$ cat src/rtl/cnn_sdiv_22s_8s_seq_if.sv
// Purpose : operand/result and ap_* handshake bundle for the sequential signed divider.
// Latency : n/a (wires only).
// Backpress: n/a; the divider accepts ap_start only while ap_idle is high.
//
// Ports (as interface members):
//   ap_start  master->slave  request, sampled by the divider only in IDLE
//   din0      master->slave  signed dividend
//   din1      master->slave  signed divisor
//   ap_ready  slave->master  operands captured this cycle
//   ap_idle   slave->master  divider is in IDLE
//   ap_done   slave->master  one-cycle pulse, dout/rem/ovf freshly updated
//   dout      slave->master  signed quotient (truncated toward zero, saturated)
//   rem       slave->master  signed remainder, sign follows the dividend
//   ovf       slave->master  quotient saturated or divide-by-zero
interface cnn_sdiv_22s_8s_seq_if #(
    parameter int din0_WIDTH = 22,
    parameter int din1_WIDTH = 8,
    parameter int dout_WIDTH = 14
);
    logic                         ap_start;
    logic                         ap_ready;
    logic                         ap_idle;
    logic                         ap_done;
    logic signed [din0_WIDTH-1:0] din0;
    logic signed [din1_WIDTH-1:0] din1;
    logic signed [dout_WIDTH-1:0] dout;
    logic signed [din1_WIDTH-1:0] rem;
    logic                         ovf;

    modport master (
        output ap_start, din0, din1,
        input  ap_ready, ap_idle, ap_done, dout, rem, ovf
    );

    modport slave (
        input  ap_start, din0, din1,
        output ap_ready, ap_idle, ap_done, dout, rem, ovf
    );
endinterface

$ cat src/rtl/cnn_sdiv_22s_8s_seq.sv
// Purpose : restoring radix-2 signed divider, 22s / 8s -> 14s quotient (saturating) + 8s remainder.
// Latency : start accepted at edge T -> ap_done high in cycle T+24; one op every 25 cycles max.
// Backpress: none on the result side; ap_start is only honoured in IDLE (ap_ready echoes acceptance).
//
// Ports:
//   ap_clk    clock, all state on the rising edge
//   ap_rst_n  synchronous active-low reset; discards any in-flight operation
//   bus       cnn_sdiv_22s_8s_seq_if.slave: ap_start/din0/din1 in, ap_ready/ap_idle/ap_done/dout/rem/ovf out
module cnn_sdiv_22s_8s_seq #(
    parameter int ID         = 1,
    parameter int din0_WIDTH = 22,
    parameter int din1_WIDTH = 8,
    parameter int dout_WIDTH = 14
) (
    input  logic                  ap_clk,
    input  logic                  ap_rst_n,
    cnn_sdiv_22s_8s_seq_if.slave  bus
);

    // ID only tags the instance; it has no functional effect.
    if (ID < 0) begin : g_id_tag
    end

    localparam int CW = $clog2(din0_WIDTH);
    localparam logic [CW-1:0] CNT_INIT = CW'(din0_WIDTH - 1);

    // Saturation limits, both as quotient magnitudes (dividend width) and as output codes.
    localparam logic [din0_WIDTH-1:0] QPOS_MAG = din0_WIDTH'((1 << (dout_WIDTH - 1)) - 1);
    localparam logic [din0_WIDTH-1:0] QNEG_MAG = din0_WIDTH'(1 << (dout_WIDTH - 1));
    localparam logic [dout_WIDTH-1:0] QPOS     = {1'b0, {(dout_WIDTH-1){1'b1}}};
    localparam logic [dout_WIDTH-1:0] QNEG     = {1'b1, {(dout_WIDTH-1){1'b0}}};

    typedef enum logic [1:0] {
        S_IDLE = 2'd0,
        S_CALC = 2'd1,
        S_FIX  = 2'd2,
        S_DONE = 2'd3
    } state_t;

    state_t state;
    state_t state_nx;

    // Working registers.
    // quo_q starts as |din0| and is shifted left once per CALC cycle; the freed LSBs collect
    // the quotient bits, so after the last step it holds the 22-bit magnitude quotient.
    logic [din0_WIDTH-1:0] quo_q;
    logic [din1_WIDTH-1:0] dmag_q;
    logic [din1_WIDTH-1:0] prem_q;
    logic [CW-1:0]         cnt_q;
    logic                  neg0_q;
    logic                  negq_q;
    logic                  dz_q;

    // Result registers, held from one FIX to the next.
    logic [dout_WIDTH-1:0] dout_q;
    logic [din1_WIDTH-1:0] rem_q;
    logic                  ovf_q;

    // ------------------------------------------------------------------
    // FSM
    // ------------------------------------------------------------------
    always_ff @(posedge ap_clk) begin
        if (!ap_rst_n) begin
            state <= S_IDLE;
        end else begin
            state <= state_nx;
        end
    end

    always_comb begin
        state_nx = state;
        case (state)
            S_IDLE:  if (bus.ap_start) state_nx = S_CALC;
            S_CALC:  if (cnt_q == '0)  state_nx = S_FIX;
            S_FIX:   state_nx = S_DONE;
            S_DONE:  state_nx = S_IDLE;
            default: state_nx = S_IDLE;
        endcase
    end

    assign bus.ap_idle  = (state == S_IDLE);
    assign bus.ap_ready = (state == S_IDLE) && bus.ap_start;
    assign bus.ap_done  = (state == S_DONE);

    // ------------------------------------------------------------------
    // Operand magnitudes at capture. Two's complement negate in the same
    // width is exact for the most negative value when read as unsigned
    // (-2^21 -> 2^21, -128 -> 128), so no extra bit is needed.
    // ------------------------------------------------------------------
    logic [din0_WIDTH-1:0] din0_u;
    logic [din0_WIDTH-1:0] din0_mag;
    logic [din1_WIDTH-1:0] din1_u;
    logic [din1_WIDTH-1:0] din1_mag;

    assign din0_u   = bus.din0;
    assign din1_u   = bus.din1;
    assign din0_mag = din0_u[din0_WIDTH-1] ? -din0_u : din0_u;
    assign din1_mag = din1_u[din1_WIDTH-1] ? -din1_u : din1_u;

    // ------------------------------------------------------------------
    // One restoring step. The partial remainder is always below |d| <= 128,
    // so after the shift it fits one bit wider than the divisor.
    // ------------------------------------------------------------------
    logic [din1_WIDTH:0] r_shift;
    logic [din1_WIDTH:0] r_sub;
    logic                q_bit;

    assign r_shift = {prem_q, quo_q[din0_WIDTH-1]};
    assign r_sub   = r_shift - {1'b0, dmag_q};
    assign q_bit   = (r_shift >= {1'b0, dmag_q});

    // ------------------------------------------------------------------
    // Sign fix-up and saturation, evaluated during FIX.
    // Saturation is decided on the magnitude: a negative result may reach
    // one count further (-8192) than a positive one (8191).
    // ------------------------------------------------------------------
    logic [dout_WIDTH-1:0] fix_dout;
    logic [din1_WIDTH-1:0] fix_rem;
    logic                  fix_ovf;

    always_comb begin
        fix_dout = quo_q[dout_WIDTH-1:0];
        fix_rem  = prem_q;
        fix_ovf  = 1'b0;
        if (dz_q) begin
            fix_dout = neg0_q ? QNEG : QPOS;
            fix_rem  = '0;
            fix_ovf  = 1'b1;
        end else begin
            if (negq_q) begin
                if (quo_q > QNEG_MAG) begin
                    fix_dout = QNEG;
                    fix_ovf  = 1'b1;
                end else begin
                    fix_dout = -quo_q[dout_WIDTH-1:0];
                end
            end else if (quo_q > QPOS_MAG) begin
                fix_dout = QPOS;
                fix_ovf  = 1'b1;
            end
            if (neg0_q) begin
                fix_rem = -prem_q;
            end
        end
    end

    // ------------------------------------------------------------------
    // Datapath
    // ------------------------------------------------------------------
    always_ff @(posedge ap_clk) begin
        if (!ap_rst_n) begin
            quo_q  <= '0;
            dmag_q <= '0;
            prem_q <= '0;
            cnt_q  <= '0;
            neg0_q <= 1'b0;
            negq_q <= 1'b0;
            dz_q   <= 1'b0;
            dout_q <= '0;
            rem_q  <= '0;
            ovf_q  <= 1'b0;
        end else begin
            case (state)
                S_IDLE: begin
                    if (bus.ap_start) begin
                        quo_q  <= din0_mag;
                        dmag_q <= din1_mag;
                        prem_q <= '0;
                        cnt_q  <= CNT_INIT;
                        neg0_q <= din0_u[din0_WIDTH-1];
                        negq_q <= din0_u[din0_WIDTH-1] ^ din1_u[din1_WIDTH-1];
                        dz_q   <= (din1_u == '0);
                    end
                end
                S_CALC: begin
                    // With a zero divisor every step "subtracts" nothing; the
                    // garbage quotient is replaced in FIX, but timing is unchanged.
                    prem_q <= q_bit ? r_sub[din1_WIDTH-1:0] : r_shift[din1_WIDTH-1:0];
                    quo_q  <= {quo_q[din0_WIDTH-2:0], q_bit};
                    cnt_q  <= cnt_q - CW'(1);
                end
                S_FIX: begin
                    dout_q <= fix_dout;
                    rem_q  <= fix_rem;
                    ovf_q  <= fix_ovf;
                end
                default: begin
                end
            endcase
        end
    end

    assign bus.dout = dout_q;
    assign bus.rem  = rem_q;
    assign bus.ovf  = ovf_q;

endmodule

$ cat src/flat_wrapper.sv
// flat-port wrapper written by rule: the top's interface ports become plain ports
module cnn_sdiv_22s_8s_seq_flat 
#(
    parameter int ID         = 1,
    parameter int din0_WIDTH = 22,
    parameter int din1_WIDTH = 8,
    parameter int dout_WIDTH = 14
)
  (ap_clk, ap_rst_n, bus_ap_start, bus_din0, bus_din1, bus_ap_ready, bus_ap_idle, bus_ap_done, bus_dout, bus_rem, bus_ovf);
  cnn_sdiv_22s_8s_seq_if #(.din0_WIDTH(din0_WIDTH), .din1_WIDTH(din1_WIDTH), .dout_WIDTH(dout_WIDTH)) bus_i ();
  input  logic ap_clk;
  input  logic ap_rst_n;
  input wire logic [$bits(bus_i.ap_start)-1:0] bus_ap_start;
  input wire logic [$bits(bus_i.din0)-1:0] bus_din0;
  input wire logic [$bits(bus_i.din1)-1:0] bus_din1;
  output wire logic [$bits(bus_i.ap_ready)-1:0] bus_ap_ready;
  output wire logic [$bits(bus_i.ap_idle)-1:0] bus_ap_idle;
  output wire logic [$bits(bus_i.ap_done)-1:0] bus_ap_done;
  output wire logic [$bits(bus_i.dout)-1:0] bus_dout;
  output wire logic [$bits(bus_i.rem)-1:0] bus_rem;
  output wire logic [$bits(bus_i.ovf)-1:0] bus_ovf;
  assign bus_i.ap_start = bus_ap_start;
  assign bus_i.din0 = bus_din0;
  assign bus_i.din1 = bus_din1;
  assign bus_ap_ready = bus_i.ap_ready;
  assign bus_ap_idle = bus_i.ap_idle;
  assign bus_ap_done = bus_i.ap_done;
  assign bus_dout = bus_i.dout;
  assign bus_rem = bus_i.rem;
  assign bus_ovf = bus_i.ovf;
  cnn_sdiv_22s_8s_seq #(.ID(ID), .din0_WIDTH(din0_WIDTH), .din1_WIDTH(din1_WIDTH), .dout_WIDTH(dout_WIDTH)) u_core (.ap_clk(ap_clk), .ap_rst_n(ap_rst_n), .bus(bus_i));
endmodule
$ cat config.mk
export PLATFORM = sky130hd
export DESIGN_NAME = cnn_sdiv_22s_8s_seq_flat
export DESIGN_NICKNAME = d
export VERILOG_FILES = /design/src/rtl/cnn_sdiv_22s_8s_seq_if.sv /design/src/rtl/cnn_sdiv_22s_8s_seq.sv /design/src/flat_wrapper.sv
export SDC_FILE = /design/constraint.sdc
export NUM_CORES = 1
export LEC_CHECK = 0
export BUFFER_PORTS_ARGS = -buffer_cell sky130_fd_sc_hd__buf_4
export CAP_MARGIN = 20
export CORE_MARGIN = 1.5
export CORE_UTILIZATION = 59
export DETAILED_ROUTE_END_ITERATION = 10
export PLACE_DENSITY = 0.91
export SLEW_MARGIN = 20
export SYNTH_ARGS = -nofsm -noshare
export SYNTH_HDL_FRONTEND = slang
export SYNTH_SLANG_ARGS = --single-unit
$ cat constraint.sdc
create_clock -name ap_clk -period 2.7 [get_ports ap_clk]
set_input_delay 0.81 -clock ap_clk [delete_from_list [all_inputs] [get_ports ap_clk]]
set_output_delay 0.81 -clock ap_clk [all_outputs]
set_load 0.02 [all_outputs]
# After elaboration in Yosys (flattened, before gate mapping)

Cells that the tools add are included.

Output and inout bits: 26
Word-level logic and storage cells: 57
Flip-flop bits (word level): 71
Bits of input ports: 33

Order comparisons: 3
Bitwise gates (word level): 1
Equality and inequality tests: 5
Reduce and logical (&&, ||, !) cells: 8
Muxes and demuxes: 23
Add/subtract/negate cells: 6

Operators by type and width:

| cell                   | number |
|---|---|
| $mux W14               | 5 |
| $mux W22               | 2 |
| $pmux W22 S2           | 1 |
| $mux W8                | 5 |
| $gt A22 B13 Y1 const B | 1 |
| $gt A22 B14 Y1 const B | 1 |
| $neg A22 Y22           | 1 |
| $neg A8 Y8             | 2 |
| $pmux W8 S2            | 1 |
| $neg A14 Y14           | 1 |
| $pmux W5 S2            | 1 |
| $ge A9 B8 Y1           | 1 |
| $logic_not A8 Y1       | 1 |
| $pmux W2 S4            | 1 |
| $sub A8 B8 Y8          | 1 |
| $reduce_and A2 Y1      | 3 |
| $logic_not A5 Y1       | 1 |
| $mux W5                | 1 |
| $sub A5 B1 Y5 const B  | 1 |
| $eq A2 B2 Y1 const B   | 2 |
| $mux W1                | 4 |
| $mux W2                | 2 |
| $eq A2 B1 Y1 const B   | 1 |
| $logic_not A2 Y1       | 1 |
| 5 further kinds        | 5 |

# Depth between registers and ports, before layout

Gate-level depths: netlist of the first run.

Depth in word-level cells: 4
Mapped depth: 9
Depth with buffers taken out: 9

# Worst setup path after synthesis of the first run

OpenSTA, ideal clock, no wires.

Kind: reg2out
Start: reg u_core.state[0]
End: out bus_ap_ready
Slack: 266 ps
Required time: 1,890 ps
Arrival: 1,624 ps
Stages on the path, launching flop included: 7
Buffers on the path: 2
Cell sequence: dfxtp_1 inv_1 ha_1 clkbuf_1 nand2_1 clkinv_1 buf_1

Word-level cells in the longest chain between the ends: 2

RTL lines:

| element                | line                      | source |
|---|---|---|
| from (decl)            | cnn_sdiv_22s_8s_seq.sv:40 | `state_t state;` |
| from (signal assigned) | cnn_sdiv_22s_8s_seq.sv:66 | `state <= state_nx;` |
| $logic_not A2 Y1       | -                         |  |
| named net bus_ap_idle  | flat_wrapper.sv:17        | `output wire logic [$bits(bus_i.ap_idle)-1:0] bus_ap_idle;` |
| $logic_and A1 B1 Y1    | cnn_sdiv_22s_8s_seq.sv:82 | `assign bus.ap_ready = (state == S_IDLE) && bus.ap_start;` |
| to (decl)              | flat_wrapper.sv:16        | `output wire logic [$bits(bus_i.ap_ready)-1:0] bus_ap_ready;` |

The timed path passes the listed nets, and every way through them passes these cells.

# Worst setup path in the final report of the first run

Start: reg u_core.state[1]
End: out bus_ap_ready

Word-level cells in the longest chain between the ends: 2

RTL lines:

| element             | line |
|---|---|
| $logic_not A2 Y1    | cnn_sdiv_22s_8s_seq.sv:82 |
| $logic_and A1 B1 Y1 | cnn_sdiv_22s_8s_seq.sv:82 |

No other way between the ends.

==> reports/qor.yml, run 1 <==
die:
  dieHeight_um: 91.29
  dieArea_um2: 8334
  start_util_pct: 60.14
  io_pins: 59
  rows: 32
  fp.coreArea_um2: 7647
  die_w_um: 91.29
sta:
  fin_hold_ws_ns: 0.4650
  rsz0062_at_grt: "false"
  fmax_ghz: 0.4097
  maxSlewViolCount: 0
  slew_headroom_pct: 54.98
  period_needed_ns: 2.441
  finalHoldViolCount: 0
  tns_ns: 0
  fin_skew_ns: 0.01067
  setup_slack_ns: 0.2594
  setup_violations: 0
  tightest_slew_ns: 0.6744
  post-route-period-util_pct: 90.39
power_and_ir_drop:
  p_leak_nw: 2.141
  total_power_mw: 5.845
  peakVddDrop_v: 0.0007580
  p_per_area_nw_per_um2: 1087
run_status:
  status: "finished clean"
synth:
  ys_types: 63
  synth_nets: 629
  netlist_area_um2: 4599
  syn_inst: 577
  synth_top_cell_area_share_pct: 30.90
  async_reset_ff_share_pct: 0
  synth.area.top_cells: "dfxtp_1 (31%), ha_1 (4.9%), xor2_1 (4.8%), o21ai_0 (4.5%), nor2_1 (4.2%)"
  yosysTopAreaCell: "dfxtp_1"
  syn_area_per_cell_um2: 7.971
  synth_edf_count: 0
  yosysWarnings: 0
  synthFlopType: "dfxtp_1"
  synth_seq_cells: 71
  ys_seq_area_share_pct: 30.90
worst_hold_path:
  min_path_type: "flip-flop to flip-flop"
  hp-start: "u_core.dmag_q[0]"
  hold_depth: 2
  holdPathEnd: "u_core.dmag_q[0]"
finish:
  fin_area_um2: 5376
  n_antenna_cell: 0
  drive_gt1_share_pct: 18.30
  fin_cells: 736
  layout.nets: 681
  areaGrowthSynthToFinish_pct: 16.89
  postLayoutCoreUtil_pct: 70.30
critical_path:
  slowest_delay_ns: 0.39
  crit_fanout: 6
  crit_required_ns: 1.89
  crit_chain: "inv_1, ha_1, nand2_1, clkinv_1, buf_4"
  path_class: "flip-flop to primary output"
  timing.rr.end: "u_core.bus.dout[11]"
  setup.worst_path.start: "u_core.state[1]"
  rr_worst_depth: 7
  cp-end-kind: "primary output"
  r2r-start: "u_core.quo_q[0]"
  ff2ff_setup_slack_ns: 0.35
  worstPathArrival_ns: 1.63
  crit_slowest_cell: "dfxtp_1"
  start_kind: "flip-flop"
clock_network:
  post_cts_buffers: 0
  cts.sinks: 71
  cts_inserted_buffers: 9
  root_buffer: "clkbuf_8"
  clkTransAtPathRegs_ns: 0.08
  cts_tree: "yes"
  insertion_delay_ns: 0.37
  htree_levels: 3
  ctsHoldBuffers: 0
  ctsResizeCount: 0
  cts_max_path_buffers: 2
placement:
  place.gp.congestion: 0.9142
  dpl-instance-area_um2: 5146
  pre_cts_ws_ns: 0.2148
  dp_hpwl_um: 8966
  dp_cells: 720
  portBuffers: 58
global_routing:
  grtUsageMet1_pct: 37.53
  grt_pass1_wl_um: 19840
  grt_overflow_total: 0
  grtUsageMet2_pct: 49.25
  busiest_layer: "met2"
  grtUsageTotal_pct: 29.59
  grt_antenna_before_repair: 0
  use_met3_pct: 7.538
  grt_max_degree: 30
  grt_pass1_vias: 4225
routing:
  wl_per_cell_um: 16.38
  drtAntennaViolNets: 0
  viasPerCell: 6.292
  firstDrtPassIters: 6
  postRouteWirelength_um: 12050
  drc: 0
  drt_iter0_drc: 371
  vias: 4631
flow_run:
  drv_cap: 0
flip-flops by register name, indices dropped and copies added (netlist names), 2 cells and up:
| register | count |
|---|---|
| u_core.dmag_q | 8 |
| u_core.prem_q | 8 |
| u_core.cnt_q | 5 |
| u_core.quo_q | 22 |
| u_core.bus.dout | 14 |
| u_core.bus.rem | 8 |
| u_core.state | 2 |
cells in the mapped netlist (2+ instances only):
cell type / number
and2_1: 3
ha_1: 18
mux2i_1: 13
xor2_1: 25
a211oi_1: 8
o21ai_0: 41
o31ai_1: 16
a22oi_1: 7
clkbuf_1: 24
or3_1: 6
o211a_1: 2
nand2_1: 39
o41ai_1: 4
nor2b_1: 4
a21boi_0: 7
o2bb2ai_1: 4
nand2b_1: 8
buf_2: 4
o21a_1: 4
or2_2: 5
a21oi_1: 25
and3_1: 2
buf_1: 3
dfxtp_1: 71
nand3_1: 19
o221a_2: 8
or4_1: 9
a31o_2: 4
inv_1: 38
xnor2_1: 15
nor4_1: 8
o22ai_1: 7
clkinv_1: 2
nor3_1: 20
a21oi_2: 5
nor2_1: 52
a32oi_1: 4
o211ai_1: 6
a31oi_1: 13
report_power, final:
group          total (mW)  internal, mW  switching [mW]
Sequential           1.66          1.32           0.340
Clock               0.989         0.532           0.456
Combinational        3.20          1.35            1.85
Total                5.85          3.20            2.64
worst max-delay path by stage:
stage	slack (ns)	depth (start not counted)	endpoint
global route	0.18	5	bus_ap_ready
global placement	0.25	6	u_core.quo_q[12]
CTS	0.26	5	bus_ap_ready
detailed placement	0.21	6	u_core.quo_q[12]
floorplan	0.27	6	bus_ap_ready
finish	0.26	5	bus_ap_ready
cell usage in the layout, fill, tap and decap left out, types with 7 or more instances in the layout:
cell type  netlist  final
mux2i_1         13     13
inv_1           38     38
o31ai_1         16     16
xor2_1          25     25
nand2b_1         8      8
nor4_1           8      8
ha_1            18     18
or4_1            9      9
a21boi_0         7      7
buf_4            1     73
clkbuf_8         0      9
nor3_1          20     20
a31oi_1         13     13
nand2_1         39     39
nor2_1          52     52
o221a_2          8      8
a21oi_1         25     25
dfxtp_1         71     71
o22ai_1          7      7
a211oi_1         8      8
xnor2_1         15     15
nand3_1         19     19
o21ai_0         41     41
a22oi_1          7      7
kinds of logic (layout without fill, tap and decap cells):
logic type                 after synthesis  count (layout)  share of synthesized area [%]
adders and majority gates               19              19                          5.332
muxes                                   13              13                          2.829
buffers and inverters                   72             129                          6.067
and+or+nand+nor                        181             181                          19.18
AOI/OAI and AO/OA                      181             181                          28.07
xor gates and xnor gates                40              40                          7.617
DFF                                     71              71                          30.90
routing by layer:
layer / share of wire [%] / up-vias
li1: - / 2210
met1: 42 / 2155
met2: 48 / 229
met3: 8.7 / 37
met5: 0 / -
met4: 2.0 / 0
area by class of cell:
class	instances	area, um^2
multi-input combinational	434	2899
fill	614	2271
sequential	71	1421
timing repair buffer	73	548.0
inverter	40	150.1
tap	102	127.6
clock buffer	9	123.9
clock inverter	7	106.4
worst max-delay path: cells and delay by family, from the launching register on:
kind	cells	cell delay, ns
flip-flops	1	0.39
AND/OR/NAND/NOR	1	0.22
buffers and inverters	3	0.43
adder cells (fa/ha/maj)	1	0.22
Power figures use the tool's default switching activity.
==> inputs of run 2 (changes only) <==
--- a/config.mk
+++ b/config.mk
@@ -7,11 +7,13 @@
 export LEC_CHECK = 0
 export BUFFER_PORTS_ARGS = -buffer_cell sky130_fd_sc_hd__buf_4
 export CAP_MARGIN = 20
+export CELL_PAD_IN_SITES_DETAIL_PLACEMENT = 0
+export CELL_PAD_IN_SITES_GLOBAL_PLACEMENT = 2
 export CORE_MARGIN = 1.5
-export CORE_UTILIZATION = 59
+export CORE_UTILIZATION = 34
+export CTS_BUF_LIST = sky130_fd_sc_hd__clkbuf_16
 export DETAILED_ROUTE_END_ITERATION = 10
-export PLACE_DENSITY = 0.91
-export SLEW_MARGIN = 20
+export PLACE_DENSITY = 0.89
 export SYNTH_ARGS = -nofsm -noshare
 export SYNTH_HDL_FRONTEND = slang
 export SYNTH_SLANG_ARGS = --single-unit
==> reports/qor.yml, run 2 (synthesis results as in run 1) <==
run_status:
  status: "finished clean"
placement:
  place.gp.congestion: 0.8213  # -10%
  portBuffers: 58  # unchanged
  pre_cts_ws_ns: 0.1970  # -0.01783 ns
  dpl-instance-area_um2: 5261  # +2.2%
  dp_hpwl_um: 9608  # +7.2%
finish:
  largest_reg_flops: 22  # unchanged
  fin_area_um2: 5542  # +3.1%
  layout.nets: 684  # +0.44%
  final_cell_mix: "buf_4 (76), dfxtp_1 (71), nor2_1 (52), o21ai_0 (41), inv_1 (40)"
  areaGrowthSynthToFinish_pct: 20.48
  layout_commonest_cell: "buf_4"
  final.fill_count: 1401  # +130%
  n_antenna_cell: 0  # unchanged
  postLayoutCoreUtil_pct: 41.85  # -28 points
  top_register: "u_core.quo_q"
  drive_gt1_share_pct: 18.08  # -0.21 points
critical_path:
  worstPathArrival_ns: 1.74  # +0.11 ns
  rr_worst_depth: 7  # unchanged
  crit_required_ns: 1.89  # about the same
  ff2ff_setup_slack_ns: 0.42  # +0.07 ns
  path_class: "flip-flop to primary output"
  cp-end-kind: "primary output"
  setup.worst_path.start: "u_core.state[0]"
  timing.rr.end: "u_core.prem_q[3]"
  r2r-start: "u_core.prem_q[3]"
  start_kind: "flip-flop"
  crit_fanout: 8  # +2
worst_hold_path:
  hold_depth: 2  # unchanged
  holdPathEnd: "u_core.dmag_q[0]"
  hp-start: "u_core.dmag_q[0]"
  min_path_type: "flip-flop to flip-flop"
sta:
  post-route-period-util_pct: 94.38  # +4.0 points
  setup_slack_ns: 0.1518  # -0.1076 ns
  tns_ns: 0  # unchanged
  rsz0062_at_grt: "false"
  slew_headroom_pct: 50.80  # -4.2 points
  fin_skew_ns: 0.004638  # -0.006031 ns
  period_needed_ns: 2.548  # +0.1076 ns
  tightest_slew_ns: 0.7370  # +0.06256 ns
  maxSlewViolCount: 0  # unchanged
  setup_violations: 0  # unchanged
  finalHoldViolCount: 0  # unchanged
  fmax_ghz: 0.3924  # -4.2%
clock_network:
  cts.sinks: 71  # unchanged
  ctsResizeCount: 0  # unchanged
  cts_inserted_buffers: 9  # unchanged
  clkTransAtPathRegs_ns: 0.06  # -0.02 ns
  post_cts_buffers: 0  # unchanged
  ctsHoldBuffers: 0  # unchanged
  htree_levels: 3  # unchanged
  cts_tree: "yes"
  cts_max_path_buffers: 2  # unchanged
  root_buffer: "clkbuf_16"
  insertion_delay_ns: 0.34  # -0.03 ns
global_routing:
  grt_pass1_vias: 4097  # -3.0%
  grt_overflow_total: 0  # unchanged
  grt_antenna_before_repair: 0  # unchanged
  grt_pass1_wl_um: 21080  # +6.3%
  grt_max_degree: 30  # unchanged
  grtUsageTotal_pct: 18.44  # -11 points
power_and_ir_drop:
  p_per_area_nw_per_um2: 1085  # -0.16%
  p_leak_nw: 2.186  # +2.1%
  peakVddDrop_v: 0.0003259  # -57%
die:
  rows: 42  # +31%
  dieArea_um2: 14230  # +71%
  die_w_um: 119.3  # +31%
  start_util_pct: 34.73  # -25 points
  fp.coreArea_um2: 13240  # +73%
  io_pins: 59  # unchanged
  dieHeight_um: 119.3  # +31%
routing:
  firstDrtPassIters: 4  # -2
  drtAntennaViolNets: 0  # unchanged
  wl_met3_um: 622  # -40%
  postRouteWirelength_um: 12730  # +5.6%
  wl_per_cell_um: 15.68  # -4.3%
  wl_met2_um: 5421  # -5.5%
  drc: 0  # unchanged
  highest_layer: "met4"
  vias: 4373  # -5.6%
  drt_iter0_drc: 328  # -12%
  viasPerCell: 5.385  # -14%
  route.layer.met1.wl_um: 6519  # +29%
flow_run:
  drv_cap: 0  # unchanged
-- run 2: metrics by stage --
step,instances,power (mW),hold slack (ns)
after global routing,812,6.457,0.4822
after floorplan,577,3.990,0.4406
after detailed placement,797,4.854,0.4544
final,812,6.015,0.4624
after CTS,812,6.017,0.4645
after global placement,797,4.797,0.4550
-- run 2: cell type report --
cell class	count	area (um^2)	area share, %
clock buffers	9	225.2	4.064
flip-flops and latches	71	1421	25.65
multi-input cells	434	2899	52.31
clock inverters	6	55.05	0.9935
repair buffers	76	570.5	10.30
well taps	176	220.2	3.974
inverters	40	150.1	2.709
-- run 2: where the power goes --
part / leakage, nW / internal [mW] / total [mW] / switching [mW]
clock: 0.145 / 0.700 / 1.16 / 0.460
sequential: 0.579 / 1.32 / 1.65 / 0.328
combinational: 1.46 / 1.37 / 3.21 / 1.83
-- run 2: critical path, stage by stage, from the launching register on --
cell      delay [ns]
dfxtp_1         0.33
inv_1           0.11
ha_1            0.43
nand2_1         0.25
clkinv_1        0.13
buf_4           0.15
-- run 2: layer usage --
metal	up-vias	global-route usage [%]
met1	2032	26.72
met2	114	28.00
met4	0	5.655
li1	2216	-
met3	11	3.017
met5	-	0
-- run 2: worst max-delay path by stage --
stage                                   to  slack, ns
final                         bus_ap_ready       0.15
after detailed placement  u_core.quo_q[12]       0.20
after global routing          bus_ap_ready       0.08
after global placement    u_core.quo_q[12]       0.24
after floorplan               bus_ap_ready       0.27
after CTS                     bus_ap_ready       0.15
